## src/rtl/pwm_cfg_ctrl.sv

```systemverilog
// Wishbone configuration slave for the multi-channel PWM core: shadow period/duty
// registers, per-channel enables, commit-at-wrap of shadow values and a wrap interrupt.
module pwm_cfg_ctrl #(
  parameter int          NCH      = 4,
  parameter int          CNT_W    = 16,
  parameter logic [31:0] BASE_ADR = 32'h3000_0000
) (
  input  logic                 wb_clk_i,
  input  logic                 wb_rst_i,
  input  logic                 wbs_stb_i,
  input  logic                 wbs_cyc_i,
  input  logic                 wbs_we_i,
  input  logic [3:0]           wbs_sel_i,
  input  logic [31:0]          wbs_dat_i,
  input  logic [31:0]          wbs_adr_i,
  output logic                 wbs_ack_o,
  output logic [31:0]          wbs_dat_o,
  input  logic [NCH-1:0]       period_wrap_i,
  output logic [NCH-1:0]       ch_en_o,
  output logic [NCH*CNT_W-1:0] ch_period_o,
  output logic [NCH*CNT_W-1:0] ch_duty_o,
  output logic [NCH-1:0]       ch_oeb_o,
  output logic                 irq_o
);

  logic             r_ack;
  logic [31:0]      r_dat;
  logic [NCH-1:0]   r_en;
  logic [NCH-1:0]   r_irq_en;
  logic [NCH-1:0]   r_pend;
  logic [NCH-1:0]   r_sticky;
  logic [NCH-1:0]   r_oeb;
  logic             r_irq;
  logic [CNT_W-1:0] r_per_sh  [NCH];
  logic [CNT_W-1:0] r_duty_sh [NCH];
  logic [CNT_W-1:0] r_per     [NCH];
  logic [CNT_W-1:0] r_duty    [NCH];

  logic             w_req;
  logic             w_hit;
  logic             w_wr;
  logic             w_ctrl_wr;
  logic             w_stat_wr;
  logic [7:0]       w_off;
  logic [31:0]      w_mask32;
  logic [CNT_W-1:0] w_mask;
  logic [NCH-1:0]   w_per_hit;
  logic [NCH-1:0]   w_duty_hit;
  logic [NCH-1:0]   w_per_wr;
  logic [NCH-1:0]   w_duty_wr;
  logic [NCH-1:0]   w_set;
  logic [NCH-1:0]   w_w1c;
  logic [NCH-1:0]   w_pend_eff;
  logic [NCH-1:0]   w_commit;
  logic [31:0]      w_rdata;
  logic             w_unused;

  // Address decode, byte-lane mask and per-channel commit condition.
  always_comb begin
    w_off      = wbs_adr_i[7:0];
    w_hit      = (wbs_adr_i[31:8] == BASE_ADR[31:8]);
    w_req      = wbs_stb_i & wbs_cyc_i & ~r_ack;
    w_wr       = w_req & wbs_we_i & w_hit;
    w_ctrl_wr  = w_wr & (w_off == 8'h00);
    w_stat_wr  = w_wr & (w_off == 8'h04);
    w_mask32   = {{8{wbs_sel_i[3]}}, {8{wbs_sel_i[2]}}, {8{wbs_sel_i[1]}}, {8{wbs_sel_i[0]}}};
    w_mask     = w_mask32[CNT_W-1:0];
    w_per_hit  = '0;
    w_duty_hit = '0;
    w_per_wr   = '0;
    w_duty_wr  = '0;
    for (int i = 0; i < NCH; i++) begin
      w_per_hit[i]  = w_hit & (w_off == 8'(16 + 8 * i));
      w_duty_hit[i] = w_hit & (w_off == 8'(20 + 8 * i));
      w_per_wr[i]   = w_wr & w_per_hit[i];
      w_duty_wr[i]  = w_wr & w_duty_hit[i];
    end
    w_set      = (w_ctrl_wr & wbs_sel_i[1]) ? wbs_dat_i[8 +: NCH]  : '0;
    w_w1c      = (w_stat_wr & wbs_sel_i[2]) ? wbs_dat_i[16 +: NCH] : '0;
    // A set arriving with the wrap commits on the same edge instead of waiting a period.
    w_pend_eff = r_pend | w_set;
    w_commit   = w_pend_eff & (period_wrap_i | ~r_en);
  end

  // Read-data multiplexer; unmapped offsets and foreign bases read zero.
  always_comb begin
    w_rdata = 32'h0000_0000;
    if (w_hit && (w_off == 8'h00)) begin
      w_rdata[NCH-1:0]   = r_en;
      w_rdata[16 +: NCH] = r_irq_en;
    end else if (w_hit && (w_off == 8'h04)) begin
      w_rdata[NCH-1:0]   = r_pend;
      w_rdata[16 +: NCH] = r_sticky;
    end else begin
      for (int i = 0; i < NCH; i++) begin
        w_rdata[CNT_W-1:0] = w_rdata[CNT_W-1:0]
                           | (w_per_hit[i]  ? r_per_sh[i]  : {CNT_W{1'b0}})
                           | (w_duty_hit[i] ? r_duty_sh[i] : {CNT_W{1'b0}});
      end
    end
  end

  // Bus handshake: one-cycle ack, read data registered alongside it.
  always_ff @(posedge wb_clk_i or posedge wb_rst_i) begin
    if (wb_rst_i) begin
      r_ack <= 1'b0;
      r_dat <= 32'h0000_0000;
    end else begin
      r_ack <= w_req;
      r_dat <= (w_req & ~wbs_we_i) ? w_rdata : 32'h0000_0000;
    end
  end

  // Control, status, shadow and active channel registers.
  always_ff @(posedge wb_clk_i or posedge wb_rst_i) begin
    if (wb_rst_i) begin
      r_en     <= {NCH{1'b0}};
      r_irq_en <= {NCH{1'b0}};
      r_pend   <= {NCH{1'b0}};
      r_sticky <= {NCH{1'b0}};
      r_oeb    <= {NCH{1'b1}};
      r_irq    <= 1'b0;
      for (int i = 0; i < NCH; i++) begin
        r_per_sh[i]  <= {CNT_W{1'b0}};
        r_duty_sh[i] <= {CNT_W{1'b0}};
        r_per[i]     <= {CNT_W{1'b0}};
        r_duty[i]    <= {CNT_W{1'b0}};
      end
    end else begin
      if (w_ctrl_wr && wbs_sel_i[0]) r_en     <= wbs_dat_i[NCH-1:0];
      if (w_ctrl_wr && wbs_sel_i[2]) r_irq_en <= wbs_dat_i[16 +: NCH];
      r_pend   <= w_pend_eff & ~w_commit;
      r_sticky <= (r_sticky & ~w_w1c) | (period_wrap_i & r_en);
      r_oeb    <= ~r_en;
      r_irq    <= |(r_sticky & r_irq_en);
      for (int i = 0; i < NCH; i++) begin
        if (w_per_wr[i])
          r_per_sh[i]  <= (r_per_sh[i] & ~w_mask) | (wbs_dat_i[CNT_W-1:0] & w_mask);
        if (w_duty_wr[i])
          r_duty_sh[i] <= (r_duty_sh[i] & ~w_mask) | (wbs_dat_i[CNT_W-1:0] & w_mask);
        // Commit samples the shadow before any same-cycle write lands.
        if (w_commit[i]) begin
          r_per[i]  <= r_per_sh[i];
          r_duty[i] <= (r_duty_sh[i] > r_per_sh[i]) ? r_per_sh[i] : r_duty_sh[i];
        end
      end
    end
  end

  // Pack the active per-channel registers onto the flat output buses.
  always_comb begin
    ch_period_o = '0;
    ch_duty_o   = '0;
    for (int i = 0; i < NCH; i++) begin
      ch_period_o[i*CNT_W +: CNT_W] = r_per[i];
      ch_duty_o[i*CNT_W +: CNT_W]   = r_duty[i];
    end
  end

  assign wbs_ack_o = r_ack;
  assign wbs_dat_o = r_dat;
  assign ch_en_o   = r_en;
  assign ch_oeb_o  = r_oeb;
  assign irq_o     = r_irq;
  assign w_unused  = ^{wbs_dat_i, w_mask32};

endmodule

```

## config.mk

```make
export PLATFORM = sky130hd
export DESIGN_NAME = pwm_cfg_ctrl
export DESIGN_NICKNAME = d
export VERILOG_FILES = /design/src/rtl/pwm_cfg_ctrl.sv
export SDC_FILE = /design/constraint.sdc
export NUM_CORES = 1
export LEC_CHECK = 0
export ABC_AREA = 1
export CAP_MARGIN = 5
export CORE_MARGIN = 4
export CORE_UTILIZATION = 40
export CTS_BUF_LIST = sky130_fd_sc_hd__clkbuf_16
export DETAILED_ROUTE_END_ITERATION = 8
export PLACE_DENSITY = 0.64
export SLEW_MARGIN = 40
export SYNTH_ARGS = -nofsm -noshare
export SYNTH_HDL_FRONTEND = slang
export SYNTH_SLANG_ARGS = --single-unit
export TNS_END_PERCENT = 30
```

## constraint.sdc

```tcl
create_clock -name wb_clk_i -period 31.7 [get_ports wb_clk_i]
set_input_delay 9.51 -clock wb_clk_i [delete_from_list [all_inputs] [get_ports wb_clk_i]]
set_output_delay 9.51 -clock wb_clk_i [all_outputs]
set_load 0.02 [all_outputs]
```

After elaboration in Yosys (flattened, before gate mapping)

Index checks and enable logic that the tools add are counted.
W data, S select, Z words.

Bits in registers: 298
Output and inout port bits: 170
Word-level logic and storage cells: 128

Order comparisons: 4
Equality and inequality tests: 10
Mux-type cells: 21
Bitwise operators: 63
Reduce and logical (&&, ||, !) cells: 6

Operator list:

| operator               | number |
|---|---|
| $or A16 B16 Y16        | 15 |
| $mux W16               | 12 |
| $and A16 B16 Y16       | 9 |
| $gt A16 B16 Y1         | 4 |
| $eq A8 B5 Y1 const B   | 4 |
| $eq A8 B6 Y1 const B   | 4 |
| $and A1 B1 Y1          | 25 |
| $eq A24 B22 Y1 const B | 1 |
| $mux W12               | 2 |
| $mux W4                | 6 |
| $and A4 B4 Y4          | 5 |
| $mux W20               | 1 |
| $not A16 Y16           | 1 |
| $not A4 Y4             | 3 |
| $or A4 B4 Y4           | 3 |
| $eq A8 B3 Y1 const B   | 1 |
| $logic_not A8 Y1       | 1 |
| $logic_and A1 B1 Y1    | 4 |
| $reduce_or A4 Y1       | 1 |
| $not A1 Y1             | 2 |

Logic depth before layout (Yosys ltp)

Word-level depth: 13
Mapped depth: 15
Depth with buffers taken out: 14

Least setup slack after synthesis

No wires, ideal clock.

Path type: in2reg
From: input port wbs_adr_i[7]
To: register r_per, in the netlist ch_period_o[35]
Setup time: 0.118 ns
Arrival: 10.917 ns
Path slack: 20.664 ns
Stages on the path: 12
Path buffers: 2
Cell sequence: nor2_2 nand3_2 nor2_4 inv_2 nor3_4 nand3_2 nand2_1 nand2_1 buf_6 buf_6 nand2_1 o21ai_2

Longest elaborated chain between the ends: 6

Ends and longest elaborated chain:

| element                       | line | text |
|---|---|---|
| start, declared               | 15   | `input logic [31:0] wbs_adr_i,` |
| $logic_not A8 Y1              | 64   | `w_ctrl_wr = w_wr & (w_off == 8'h00);` |
| $and A1 B1 Y1                 | 64   |  |
| $and A1 B1 Y1                 | 78   | `w_set = (w_ctrl_wr & wbs_sel_i[1]) ? wbs_dat_i[8 +: NCH] : '0;` |
| $mux W4                       | 78   |  |
| $or A4 B4 Y4                  | 81   | `w_pend_eff = r_pend \| w_set;` |
| $and A4 B4 Y4                 | 82   | `w_commit = w_pend_eff & (period_wrap_i \| ~r_en);` |
| end signal, assigned by index | 126  | `r_per[i] <= {CNT_W{1'b0}};` |
| end signal, assigned by index | 143  | `r_per[i] <= r_per_sh[i];` |
| end, declared                 | 36   | `logic [CNT_W-1:0] r_per [NCH];` |

No other way between the ends.
A chain may end at the register's enable or synchronous reset.

Worst setup path after layout

From: input port wbs_adr_i[15]
To: register r_dat[11] (netlist: wbs_dat_o[11])

Longest elaborated chain between the ends: 13
Elaborated cells between the ends (all ways): 29

Ends and longest elaborated chain:

| element                                 | line   | text |
|---|---|---|
| $eq A24 B22 Y1 (*)                      | 61     | `w_hit = (wbs_adr_i[31:8] == BASE_ADR[31:8]);` |
| $and A1 B1 Y1, on equally long branches | 73, 74 |  |
| $mux W16, on equally long branches      | 97, 98 |  |
| $or A16 B16 Y16                         | 98     | `\| (w_duty_hit[i] ? r_duty_sh[i] : {CNT_W{1'b0}});` |
| $or A16 B16 Y16                         | 97     | `\| (w_per_hit[i] ? r_per_sh[i] : {CNT_W{1'b0}})` |
| $or A16 B16 Y16                         | 98     |  |
| $or A16 B16 Y16                         | 97     |  |
| $or A16 B16 Y16                         | 98     |  |
| $or A16 B16 Y16                         | 97     |  |
| $or A16 B16 Y16                         | 98     |  |
| $mux W12                                | 91     | `end else if (w_hit && (w_off == 8'h04)) begin` |
| $mux W12 (*)                            | 88     | `if (w_hit && (w_off == 8'h00)) begin` |
| $mux W20 (*)                            | 110    | `r_dat <= (w_req & ~wbs_we_i) ? w_rdata : 32'h0000_0000;` |
| end signal, assigned                    | 110    |  |
| end, declared                           | 27     | `logic [31:0] r_dat;` |

Mark *: on every way between the ends. The rest lies on a longest branch, timed or not.

==> flow_summary.toml <==
[setup_path]
ff2ff_path_depth = 12
start_kind = "primary input"
worstSetupPathDepth = 13
rrSetupSlack_ps = 28600
path_buf_inv = 3
path_class = "in2reg"
crit_family = "simple AND/OR/NAND/NOR gates"
critPathMaxFanout = 15
crit_path_max_incr_delay_ps = 500
crit_arrival_ps = 12540
cp_data_required_time_ps = 32060
rr_endpoint = "ch_duty_o[39]$_DFFE_PP0P_"
endpoint_kind = "flip-flop"
path_cells = "clkdlybuf4s50_1 > nor2_1 > nand2_1 > nor2_2 > inv_1 > nor2_2 > buf_4 > nand2_2 > nor2_2 > nand2_1 > nand2_1 > nor2_1 > a21oi_1"
cpMaxStageDelayCell = "nor2_2"

[synthesis]
synth-edff-count = 0
synth_flop_cell = "dfrtp_1"
yosysSeqAreaShare = 0.497
ys_types = 36
ys_top_cells_by_count = "nand2_1 (778), dfrtp_1 (294), inv_1 (131), o21ai_0 (131), nand3_1 (119)"
yosysMostFrequentCell = "nand2_1"
synth.area.top_cells = "dfrtp_1 (49%), nand2_1 (19%), ha_1 (5.3%), o21ai_0 (4.4%), nand3_1 (4.0%)"
async_reset_ff_frac = 1.00
synth_top_area_share = 0.490
avgSynthCellArea_um2 = 7.96
syn_inst = 1887
synth-warning-count = 0
synth_largest_area_cell = "dfrtp_1"
ys_ff_latch = 298
syn_area_um2 = 15000

[final_layout]
drive_gt1_frac = 0.0537
num_antenna_cells = 0
multi_input_area_um2 = 6630
final_area_um2 = 18600
fillCellCount = 3507
final_util = 0.504
area_delta_synth_final_pct = 23.6
final_cells = 2610
regArea_um2 = 7460
nets = 2226

[sta]
period_needed_ps = 12180
drv_slew = 0
finalSetupViolCount = 0
finalCritPeriodShare = 0.384
tightest_slew_ps = 750
hold_viol = 0
rsz0062_at_grt = "no"
fin_setup_tns_ps = 0
fin_skew_ps = 16.0
max_slew_margin = 0.498
fmaxAchievable_mhz = 82.1

[global_routing]
grt_overflow = 0
grt_pass1_vias = 12900
grt_start_max_net_pins = 117
grt_pass1_wl_um = 73100
grt.total_usage = 0.223
grt_antenna_before_repair = 4

[power_and_ir_drop]
ir_drop_v = 0.0000374
cellLeakagePower_uw = 0.00906
p_per_area_nw_per_um2 = 42.6

[worst_hold_path]
min_to = "ch_duty_o[28]$_DFFE_PP0P_"
min_from = "ch_duty_o[28]$_DFFE_PP0P_"
hp-class = "reg2reg"
hold_depth = 2

[clocking]
cts_tree = "yes"
cts_resized = 0
clk_path_buf_depth = 3
cts.sinks = 298
clockRootBuffer = "clkbuf_16"
htree_levels = 2
postCtsSetupBuffers = 0
numCtsBuffers = 34
ctsHoldBuffers = 0
clk-insertion-delay-late_ps = 520
clk_pin_slew_ps = 50

[placement]
postPlaceCellArea_um2 = 17500
port_buffers = 221
dpl.cell_count = 2553
gp_congestion = 0.895
dp_hpwl_um = 34500

[route]
finalWirelength_um = 46300
via_count = 13300
drtPass1Iterations = 5
drcViolationCount = 0
via_per_inst = 5.11
dr.first_iter.drc_count = 1198
wl_per_cell_um = 17.7
drtAntennaViolNets = 0

[floorplanning]
start_util = 0.408
core-area_um2 = 36900
chipWidth_um = 202
die-area_um2 = 40700
fp.dieH_um = 202
ios = 247
rows = 70

[flow_run]
cap_violations = 0

[outcome]
status = "finished, final reports clean"
[worst max-delay path by stage]
stage / to / start / slack [ps]
6_report: wbs_dat_o[11]$_DFF_PP0_ / wbs_adr_i[15] / 19520
3_3_place_gp: wbs_dat_o[11]$_DFF_PP0_ / wbs_adr_i[29] / 18770
5_1_grt: wbs_dat_o[11]$_DFF_PP0_ / wbs_adr_i[29] / 19320
3_5_place_dp: wbs_dat_o[11]$_DFF_PP0_ / wbs_adr_i[15] / 18640
2_1_floorplan: async pin / wb_rst_i / 13960
4_1_cts: wbs_dat_o[11]$_DFF_PP0_ / wbs_adr_i[15] / 19190
[routing by layer]
metal | vias to the layer above | part of all wire | global-route usage
li1 | 6461 | - | -
met1 | 6275 | 0.47 | 0.334
met5 | - | 0.0010 | 0
met3 | 71 | 0.080 | 0.0452
met2 | 521 | 0.42 | 0.333
met4 | 8 | 0.023 | 0.0522
[final cells by class]
| type | instances | share of cell area |
|---|---|---|
| sequential | 298 | 0.402 |
| tap | 504 | 0.0340 |
| inverter | 136 | 0.0282 |
| timing repair buffer | 229 | 0.125 |
| clock buffer | 35 | 0.0472 |
| multi-input combinational | 1386 | 0.357 |
| clock inverter | 22 | 0.00654 |
[stage by stage]
stage	power, µW	setup WS [ps]	hold WS, ps
6_report	792	19520	479
5_1_grt	817	19320	495
4_1_cts	800	19190	477
3_5_place_dp	439	18640	455
3_3_place_gp	437	18770	457
2_1_floorplan	414	13960	471
[worst min-delay path, cell delays in order (launching register included)]
cell and delay, ps:
dfrtp_1 340, nand2_1 50, nand2_1 50
[where the power goes]
part | internal, µW | switching [µW] | total (µW)
clock | 207 | 153 | 360
sequential | 385 | 2.59 | 387
combinational | 17.5 | 27.0 | 44.5
total | 609 | 183 | 792
[layout by cell type, fill, tap and decap left out, types with 2 or more instances in the layout]
cell type	Yosys	routed
o21ai_2	20	20
conb_1	1	12
inv_1	131	137
a21oi_4	4	4
nor4_1	4	4
inv_2	5	5
nor2_1	84	80
nor3b_4	0	3
o21ai_1	72	72
buf_16	0	2
nand4_1	16	16
nor3_1	8	7
o21ai_0	131	131
nand2_1	778	778
clkinv_2	0	6
buf_4	17	5
ha_1	64	64
a31oi_1	2	2
clkinv_1	0	7
dfstp_2	4	4
nand3_2	8	8
clkbuf_16	0	35
nor2_2	5	9
clkdlybuf4s50_1	0	221
nand2_2	2	2
nor2_4	2	2
nand3_1	119	119
dfrtp_1	294	294
a21oi_1	44	44
nor3_2	1	2
[kinds of logic after synthesis]
group | synth area share
compound gates | 0.101
other cells | 0.000250
simple gates | 0.282
fa+ha+maj | 0.0533
flops | 0.497
buf+inv | 0.0673
No activity file was read; power rests on OpenSTA's default activity.
